`src/rtl/mux16_rr_arbiter_pkg.sv`:
```
// Shared constants and types for the 16-source round-robin mux arbiter.
package mux16_pkg;

  localparam int N_SRC = 16;
  localparam int SEL_W = 4;
  localparam int CNT_W = 8;

  typedef enum logic {
    IDLE,
    GRANT
  } state_t;

endpackage

```
`src/rtl/mux16_rr_arbiter_if.sv`:
```
// Request/grant bundle between the requesters and the arbiter driving the 16:1 mux select.
interface mux16_rr_arbiter_if;
  import mux16_pkg::*;

  logic [N_SRC-1:0] req;
  logic             done;
  logic [SEL_W-1:0] sel;
  logic [N_SRC-1:0] grant;
  logic             busy;

  modport master (output req, done, input sel, grant, busy);
  modport slave  (input req, done, output sel, grant, busy);

endinterface

```
`src/rtl/mux16_rr_arbiter_pick.sv`:
```
// Combinational round-robin search: first set request starting at ptr, wrapping modulo 16.
module mux16_rr_pick
  import mux16_pkg::*;
(
  input  logic [N_SRC-1:0] req,
  input  logic [SEL_W-1:0] ptr,
  output logic             found,
  output logic [SEL_W-1:0] idx
);

  // Walk from the farthest offset back to ptr so the nearest hit is the one that sticks.
  always_comb begin
    found = 1'b0;
    idx   = ptr;
    for (int k = N_SRC - 1; k >= 0; k--) begin
      if (req[ptr + SEL_W'(k)]) begin
        found = 1'b1;
        idx   = ptr + SEL_W'(k);
      end
    end
  end

endmodule

```
`src/rtl/mux16_rr_arbiter.sv`:
```
// Round-robin arbiter producing a registered select and one-hot grant for a 16:1 mux.
module mux16_rr_arbiter
  import mux16_pkg::*;
#(
  parameter int HOLD_MAX = 8
) (
  input  logic               clk,
  input  logic               rst_n,
  mux16_rr_arbiter_if.slave  bus
);

  state_t           r_state;
  logic [SEL_W-1:0] r_ptr;
  logic [SEL_W-1:0] r_sel;
  logic [CNT_W-1:0] r_cnt;
  logic [N_SRC-1:0] r_grant;
  logic             r_busy;

  state_t           w_nextState;
  logic [SEL_W-1:0] w_nextPtr;
  logic [SEL_W-1:0] w_nextSel;
  logic [CNT_W-1:0] w_nextCnt;
  logic [N_SRC-1:0] w_nextGrant;
  logic             w_nextBusy;

  logic [SEL_W-1:0] w_pickPtr;
  logic             w_found;
  logic [SEL_W-1:0] w_idx;
  logic             w_release;

  // While granting, the search only matters on release, where ptr becomes sel+1 at the same edge.
  assign w_pickPtr = (r_state == GRANT) ? (r_sel + SEL_W'(1)) : r_ptr;
  assign w_release = bus.done || !bus.req[r_sel] || (r_cnt == CNT_W'(HOLD_MAX - 1));

  mux16_rr_pick u_pick (
    .req   (bus.req),
    .ptr   (w_pickPtr),
    .found (w_found),
    .idx   (w_idx)
  );

  always_ff @(posedge clk or negedge rst_n) begin
    if (!rst_n) begin
      r_state <= IDLE;
      r_ptr   <= '0;
      r_sel   <= '0;
      r_cnt   <= '0;
      r_grant <= '0;
      r_busy  <= 1'b0;
    end else begin
      r_state <= w_nextState;
      r_ptr   <= w_nextPtr;
      r_sel   <= w_nextSel;
      r_cnt   <= w_nextCnt;
      r_grant <= w_nextGrant;
      r_busy  <= w_nextBusy;
    end
  end

  always_comb begin
    w_nextState = r_state;
    w_nextPtr   = r_ptr;
    w_nextSel   = r_sel;
    w_nextCnt   = r_cnt;
    case (r_state)
      IDLE: begin
        if (w_found) begin
          w_nextState = GRANT;
          w_nextSel   = w_idx;
          w_nextCnt   = '0;
        end
      end
      GRANT: begin
        if (w_release) begin
          w_nextPtr = r_sel + SEL_W'(1);
          w_nextCnt = '0;
          if (w_found) begin
            w_nextSel = w_idx;
          end else begin
            w_nextState = IDLE;
          end
        end else begin
          w_nextCnt = r_cnt + CNT_W'(1);
        end
      end
      default: begin
        w_nextState = IDLE;
      end
    endcase
  end

  always_comb begin
    w_nextBusy  = (w_nextState == GRANT);
    w_nextGrant = '0;
    if (w_nextState == GRANT) begin
      w_nextGrant = N_SRC'(1) << w_nextSel;
    end
  end

  assign bus.sel   = r_sel;
  assign bus.grant = r_grant;
  assign bus.busy  = r_busy;

endmodule

```
`src/flat_wrapper.sv`:
```
// flat-port wrapper written by rule: the top's interface ports become plain ports
module mux16_rr_arbiter_flat import mux16_pkg::*;
#(
  parameter int HOLD_MAX = 8
)
  (clk, rst_n, bus_req, bus_done, bus_sel, bus_grant, bus_busy);
  mux16_rr_arbiter_if bus_i ();
  input  logic clk;
  input  logic rst_n;
  input wire logic [$bits(bus_i.req)-1:0] bus_req;
  input wire logic [$bits(bus_i.done)-1:0] bus_done;
  output wire logic [$bits(bus_i.sel)-1:0] bus_sel;
  output wire logic [$bits(bus_i.grant)-1:0] bus_grant;
  output wire logic [$bits(bus_i.busy)-1:0] bus_busy;
  assign bus_i.req = bus_req;
  assign bus_i.done = bus_done;
  assign bus_sel = bus_i.sel;
  assign bus_grant = bus_i.grant;
  assign bus_busy = bus_i.busy;
  mux16_rr_arbiter #(.HOLD_MAX(HOLD_MAX)) u_core (.clk(clk), .rst_n(rst_n), .bus(bus_i));
endmodule
```
`config.mk`:
```
export PLATFORM = sky130hd
export DESIGN_NAME = mux16_rr_arbiter_flat
export DESIGN_NICKNAME = d
export VERILOG_FILES = /design/src/rtl/mux16_rr_arbiter_pkg.sv /design/src/rtl/mux16_rr_arbiter_if.sv /design/src/rtl/mux16_rr_arbiter_pick.sv /design/src/rtl/mux16_rr_arbiter.sv /design/src/flat_wrapper.sv
export SDC_FILE = /design/constraint.sdc
export NUM_CORES = 1
export LEC_CHECK = 0
export ABC_AREA = 0
export CORE_MARGIN = 5
export CORE_UTILIZATION = 34
export CTS_CLUSTER_DIAMETER = 150
export CTS_CLUSTER_SIZE = 16
export DETAILED_ROUTE_END_ITERATION = 16
export HOLD_SLACK_MARGIN = 0.05
export PLACE_DENSITY_LB_ADDON = 0.15
export SYNTH_ARGS = -nofsm -noshare
export SYNTH_HDL_FRONTEND = slang
export SYNTH_SLANG_ARGS = --single-unit
```
`constraint.sdc`:
```
create_clock -name clk -period 7.8 [get_ports clk]
set_input_delay 1.17 -clock clk [delete_from_list [all_inputs] [get_ports clk]]
set_output_delay 1.17 -clock clk [all_outputs]
set_load 0.02 [all_outputs]
```
==> results of run 1 <==
## area by class of cell
class	count	area share, %
flip-flops and latches	33	17.8
repair buffers	43	9.06
multi-input cells	379	65.3
well taps	143	3.86
inverters	10	0.944
clock buffers	7	3.08
## cells in the mapped netlist, types with 3 or more instances
master	instances	area, um2
a211oi_1	6	45.0
a21boi_0	4	30.0
a21o_1	8	60.1
a21oi_1	30	150
a221oi_1	3	26.3
a31oi_1	4	25.0
and2_1	3	18.8
and3_1	11	68.8
and3b_1	3	26.3
buf_2	6	30.0
buf_4	5	37.5
clkbuf_1	10	37.5
dfrtp_1	33	826
ha_1	8	100
inv_1	7	26.3
mux2_2	13	146
mux2i_1	28	280
mux4_2	23	518
nand2_1	38	143
nand2b_1	7	43.8
nand3_1	28	140
nor2_1	23	86.3
nor2b_1	4	25.0
nor3_1	14	70.1
nor3b_1	5	37.5
o211ai_1	4	30.0
o21ai_0	25	125
o22ai_1	4	25.0
o31ai_1	4	30.0
xnor2_1	17	149
## cells by family (layout without fill, tap and decap cells)
family | Yosys count | after routing | share of synthesized area [%]
AO/OA/AOI/OAI | 124 | 124 | 21.1
flip-flops | 33 | 33 | 20.5
XOR/XNOR | 19 | 19 | 4.31
AND/OR/NAND/NOR | 159 | 159 | 21.7
adder cells (fa/ha/maj) | 8 | 8 | 2.48
multiplexers | 69 | 69 | 25.4
buffers and inverters | 35 | 60 | 4.44
## metrics by stage
stage / utilization (%) / hold slack, ns
global placement: 39.0 / 0.477
global route: 40.3 / 0.525
finish: 40.3 / 0.502
CTS: 40.3 / 0.497
detailed placement: 39.0 / 0.490
floorplan: - / 0.446
## placed cells by master (no fill, tap or decap), types with 3 or more instances in the layout
| cell type | n |
|---|---|
| inv_1 | 7 |
| a211oi_1 | 6 |
| nand3_1 | 28 |
| a221oi_1 | 3 |
| o211ai_1 | 4 |
| and3b_1 | 3 |
| nor3b_1 | 5 |
| buf_4 | 4 |
| clkdlybuf4s50_1 | 39 |
| nor2b_1 | 4 |
| mux4_2 | 23 |
| and3_1 | 11 |
| o22ai_1 | 4 |
| and2_1 | 3 |
| a31oi_1 | 4 |
| mux2_2 | 13 |
| o21ai_0 | 25 |
| a21boi_0 | 4 |
| clkbuf_16 | 5 |
| o31ai_1 | 4 |
| nand2_1 | 38 |
| nor2_1 | 23 |
| xnor2_1 | 17 |
| nand2b_1 | 7 |
| dfrtp_1 | 33 |
| mux2i_1 | 28 |
| nor3_1 | 14 |
| a21oi_1 | 30 |
| ha_1 | 8 |
| a21o_1 | 8 |
## sequential cells by signal, indices dropped and copies added, names as in the netlist
| name | flops |
|---|---|
| u_core.bus.grant | 16 |
| u_core.bus.sel | 4 |
| u_core.r_cnt | 8 |
| u_core.r_ptr | 4 |
| u_core.r_state | 1 |
## worst paths after layout
check	end	slack, ns
min reg2reg	u_core.r_cnt[7]	0.50
max reg2reg	u_core.bus.grant[10]	1.16
max in group asynchronous	u_core.bus.grant[10]	6.19
min in group asynchronous	u_core.r_cnt[0]	1.30
max	u_core.bus.grant[10]	1.16
min	u_core.r_cnt[7]	0.50
## per-layer routing
metal	GRT usage [%]	part of all wire (%)	up-vias
li1	-	-	1783
met1	27.2	44	1897
met2	29.4	45	204
met3	2.84	7.7	27
met4	6.52	3.1	0
met5	0	0	-
## worst register-to-register path, cell delays in order (launching register included)
cell	delay [ns]
dfrtp_1	0.67
ha_1	0.37
mux2i_4	0.69
inv_1	0.76
nor3_2	0.62
xnor2_1	0.34
mux2i_1	0.50
mux2i_1	0.21
nor4_1	0.35
and4_1	0.36
a21o_1	0.29
a221oi_1	0.16
o311a_1	0.16
a211oi_2	0.75
nor4b_2	0.33
==> results.cfg, run 1 <==
[status]
status = finished clean

[critical_path]
crit_top_cell = mux2i_1
start_kind = register
cp_top_family = simple AND/OR/NAND/NOR gates
path_buf_inv = 1
r2r-start = u_core.bus.sel[0]
crit_chain = ha_1, mux2i_4, inv_1, nor3_2, xnor2_1, mux2i_1, mux2i_1, nor4_1, and4_1, a21o_1, a221oi_1, o311a_1, a211oi_2, nor4b_2
crit_required_ns = 7.98
slowest_stage = inv_1
critPathMaxFanout = 23
cp-startpoint = u_core.bus.sel[0]
r2r_cells = 14
critPathArrivalTime_ns = 6.82
end_kind = register
cp.depth = 14
crit_type = reg -> reg
max_stage_delay_ns = 0.75

[clocking]
htree_levels = 2
cts_buffers = 5
clockBufferDepth = 2
clkLatencyLatePin_ns = 0.27
cts_tree = yes
postCtsHoldBufs = 0
cts-root-buf = clkbuf_16
cts.clk_slew.worst_paths_ns = 0.05
cts_resized = 0
cts_setup_buffers = 0
clock_sinks = 33

[final_layout]
fin_nets = 499
layout-drive-gt1-share_pct = 15.9
stdcell_area_um2 = 4640
syn2layout_area_growth_pct = 15.1
multiInputGateArea_um2 = 3030
diodes = 0
layout.cells.non_filler = 615
nFillCells = 1121
seq_area_um2 = 826

[sta]
tns_ns = 0
setup_viol = 0
fin_crit_ns = 6.64
slew_headroom_pct = 23.6
min_period_over_period_pct = 85.1
clock.fmax_mhz = 151
clock_skew_ns = 0.00405
finalWorstSetupSlack_ns = 1.16
rsz0062_at_grt = no
tightestPinTransition_ns = 1.15
slew_violations = 0
finalHoldViolCount = 0

[global_routing]
grt_overflow = 0
grtUsageTotal_pct = 19.0
antenna_found_initial = 0
grt_max_degree = 34
grt_pass1_vias = 3673
grt_pass1_wl_mm = 21.4

[synthesis]
synth_flop_cell = dfrtp_1
synth_area_um2 = 4030
synth.distinct_cells = 79
synth_seq_area_share_pct = 20.5
synth_area_per_cell_um2 = 9.02
ys_ff_latch = 33
synth_edf_count = 0
async_flop_share_pct = 100
postSynthCellCount = 447
syn-num-nets = 474
ys_warn_count = 0

[floorplan]
rows = 39
io_pins = 40
core_area_um2 = 11500
die_w_um = 119
die-area_um2 = 14100
initial_utilization_pct = 35.0
die_y_um = 119

[routing]
vias_per_cell = 6.36
drt-total-wl_mm = 13.8
firstDrtPassIters = 5
drt_iter0_drc = 389
routedWlPerCell_um = 22.5
vias = 3911
route.detailed.drc = 0
ant_nets = 0

[placed_design]
post-place-ws_ns = 1.23
dp.cells = 608
postPlaceCellArea_um2 = 4500
portBuffers = 39
gp_congestion = 1.02
dpl.hpwl_mm = 10.4

[min_path]
min-delay-start = u_core.r_cnt[7]
min_path_type = reg -> reg
hold_depth = 1

[flow_run]
cap_viol_max_count = 0
Power of run 1 is not shown: default switching activity piles up to over one toggle a cycle in this logic, so the estimate is an artifact.
==> run 2: changes to the inputs <==
--- a/config.mk
+++ b/config.mk
@@ -13,6 +13,7 @@
 export DETAILED_ROUTE_END_ITERATION = 16
 export HOLD_SLACK_MARGIN = 0.05
 export PLACE_DENSITY_LB_ADDON = 0.15
+export SETUP_SLACK_MARGIN = 0.5
 export SYNTH_ARGS = -nofsm -noshare
 export SYNTH_HDL_FRONTEND = slang
 export SYNTH_SLANG_ARGS = --single-unit
==> results of run 2 <==
The final DEF is identical to that of run 1; final timing and power are the same.
Power of run 2 is left out for the same reason.
==> run 3: changes to the inputs <==
--- a/config.mk
+++ b/config.mk
@@ -16,4 +16,6 @@
 export SETUP_SLACK_MARGIN = 0.5
 export SYNTH_ARGS = -nofsm -noshare
 export SYNTH_HDL_FRONTEND = slang
+export SYNTH_HIERARCHICAL = 1
 export SYNTH_SLANG_ARGS = --single-unit
+export TNS_END_PERCENT = 100
==> run 3 against run 2 <==
Against the previous run:
- maximum frequency increased by 8.5%
- cell area shrank 2.2%
- first-iteration DRC count decreased by 42%
- non-clock buffer count down 1
- register-to-register slack better by 0.52 ns
- worst hold slack gained 0.0096 ns
- final cell count fell by 6.3%
- critical path type unchanged
- highest routed layer unchanged
==> results.cfg, run 3 <==
[synthesis]
synth_top_area_share_pct = 21.2
synth_commonest_cells = 41 x nor2_1, 34 x mux2i_1, 33 x dfrtp_1
synth_most_common_cell = nor2_1
synth_top_cell_by_area = dfrtp_1
ys_warn_count = 6
synthXorXnorAreaFrac_pct = 3.53
syn-num-nets = 429
synth_seq_area_share_pct = 21.2
postSynthCellCount = 401
ys_ff_latch = 33
synth_area_um2 = 3900
synth-adder-area-share_pct = 2.89
synth_flop_cell = dfrtp_1
synth_edf_count = 0
async_flop_share_pct = 100
synth-simple-area-share_pct = 15.0
synthMuxAreaShare_pct = 35.0
synth_top_family_by_area = multiplexers
synth.top_cells.by_area = dfrtp_1 21%, mux4_2 14%, mux2i_1 8.7%, mux4_1 6.1%, mux2_2 5.8%
synth.distinct_cells = 67
synth_area_per_cell_um2 = 9.73
synth_compound_area_share_pct = 17.8

[final_layout]
largest_reg_flops = 16
final_common_cell = nor2_1
layout-drive-gt1-share_pct = 15.5
syn2layout_area_growth_pct = 16.4
fin_nets = 460
diodes = 0
final_cell_mix = 41 x nor2_1, 39 x clkdlybuf4s50_1, 33 x mux2i_1, 33 x dfrtp_1, 32 x nand2_1

[routing]
firstDrtPassIters = 4
drt-total-wl_mm = 11.9
drt_iter0_drc = 225
route.detailed.drc = 0
vias = 3525
vias_per_cell = 6.12
ant_nets = 0
routedWlPerCell_um = 20.7

[floorplan]
die_y_um = 117
die_w_um = 117
io_pins = 40
initial_utilization_pct = 34.4
core_area_um2 = 11300
die-area_um2 = 13700
rows = 39

[clocking]
cts_setup_buffers = 0
cts-root-buf = clkbuf_16
htree_levels = 2
cts_buffers = 5
cts_tree = yes
clockBufferDepth = 2
clock_sinks = 33
cts_resized = 0
cts.clk_slew.worst_paths_ns = 0.05
postCtsHoldBufs = 0
clkLatencyLatePin_ns = 0.27

[critical_path]
max_stage_delay_ns = 0.87
critPathMaxFanout = 25
critPathArrivalTime_ns = 6.27
crit_required_ns = 7.95
crit_chain = ha_1, mux2_2, inv_1, ha_1, mux4_2, mux2i_1, o22ai_1, a2111oi_0, a21boi_0, a211o_1, nor4b_1, o21ai_0, and3_1, a22oi_1, nor2_1
r2r_cells = 15
start_kind = register
slowest_stage = ha_1
crit_type = reg -> reg
path_buf_inv = 1
end_kind = register
cp_top_family = compound AO/OA/AOI/OAI gates
crit_top_cell = ha_1
cp.depth = 15

[placed_design]
portBuffers = 39
dpl.hpwl_mm = 9.03
post-place-ws_ns = 1.79
gp_congestion = 0.961

[sta]
clock_skew_ns = 0.00331
tns_ns = 0
clock.fmax_mhz = 163
setup_viol = 0
fin_crit_ns = 6.12
tightestPinTransition_ns = 1.03
slew_headroom_pct = 31.5
min_period_over_period_pct = 78.5
rsz0062_at_grt = no
finalWorstSetupSlack_ns = 1.68
slew_violations = 0
finalHoldViolCount = 0

[status]
status = finished clean

[global_routing]
grt_max_degree = 34
grt_pass1_wl_mm = 18.9
antenna_found_initial = 0
grtUsageTotal_pct = 17.6
grt_overflow = 0
grt_pass1_vias = 3457

[flow_run]
cap_viol_max_count = 0

[min_path]
min_path_type = reg -> reg
hold_depth = 1
run 3: changes by cell type in the layout (fill, tap and decap cells not counted), moves of 8 or more:
| cell | change |
|---|---|
| nand3_1 | -19 |
| nor2_1 | +18 |
| a21oi_1 | -11 |
| nor3_1 | -11 |
| inv_1 | +9 |
| mux4_1 | +9 |
| xnor2_1 | -8 |
run 3: layer usage:
| metal | share of wire [%] | global-route usage, % |
|---|---|---|
| met1 | 45 | 25.0 |
| met2 | 46 | 27.4 |
| met3 | 6.7 | 3.60 |
| met4 | 2.3 | 5.05 |
| met5 | 0 | 0 |
run 3: worst register-to-register path, cell delays in order (launching register included):
cell       delay (ns)
dfrtp_1          0.72
ha_1             0.35
mux2_2           0.28
inv_1            0.26
ha_1             0.87
mux4_2           0.61
mux2i_1          0.46
o22ai_1          0.18
a2111oi_0        0.48
a21boi_0         0.27
a211o_1          0.17
nor4b_1          0.22
o21ai_0          0.37
and3_1           0.32
a22oi_1          0.33
nor2_1           0.10
run 3: cells by family (layout without fill, tap and decap cells):
logic type,Yosys count,count (layout)
adders and majority gates,9,9
buffers and inverters,37,69
xor gates and xnor gates,14,14
DFF,33,33
and+or+nand+nor,122,122
AOI/OAI and AO/OA,98,98
muxes,88,88
run 3: final cells by class:
type / count / area [um2]
Timing Repair Buffer: 42 / 413
Clock buffer: 5 / 125
Fill cell: 1138 / 6780
Clock inverter: 3 / 17.5
Multi-Input combinational cell: 331 / 2910
Inverter: 19 / 71.3
Tap cell: 143 / 179
Sequential cell: 33 / 826
run 3: per-stage QoR:
| stage | instances | utilization [%] | instance area (um2) | hold WS (ns) |
|---|---|---|---|---|
| floorplan | 401 | - | 3900 | 0.477 |
| global placement | 568 | 38.8 | 4400 | 0.488 |
| detailed placement | 568 | 38.8 | 4400 | 0.503 |
| CTS | 576 | 40.1 | 4540 | 0.516 |
| global route | 576 | 40.1 | 4540 | 0.518 |
| finish | 576 | 40.1 | 4540 | 0.512 |
run 3: final timing paths:
kind	to	startpoint	slack (ns)
max	u_core/bus.grant[15]	u_core/bus.sel[0]	1.68
max reg2reg	u_core/bus.grant[15]	u_core/bus.sel[0]	1.68
min reg2reg	u_core/r_ptr[3]	u_core/r_ptr[3]	0.51
max in group asynchronous	u_core/r_cnt[5]	rst_n	6.19
min	u_core/r_ptr[3]	u_core/r_ptr[3]	0.51
min in group asynchronous	u_core/bus.grant[8]	rst_n	1.30
Power of run 3 is left out for the same reason.
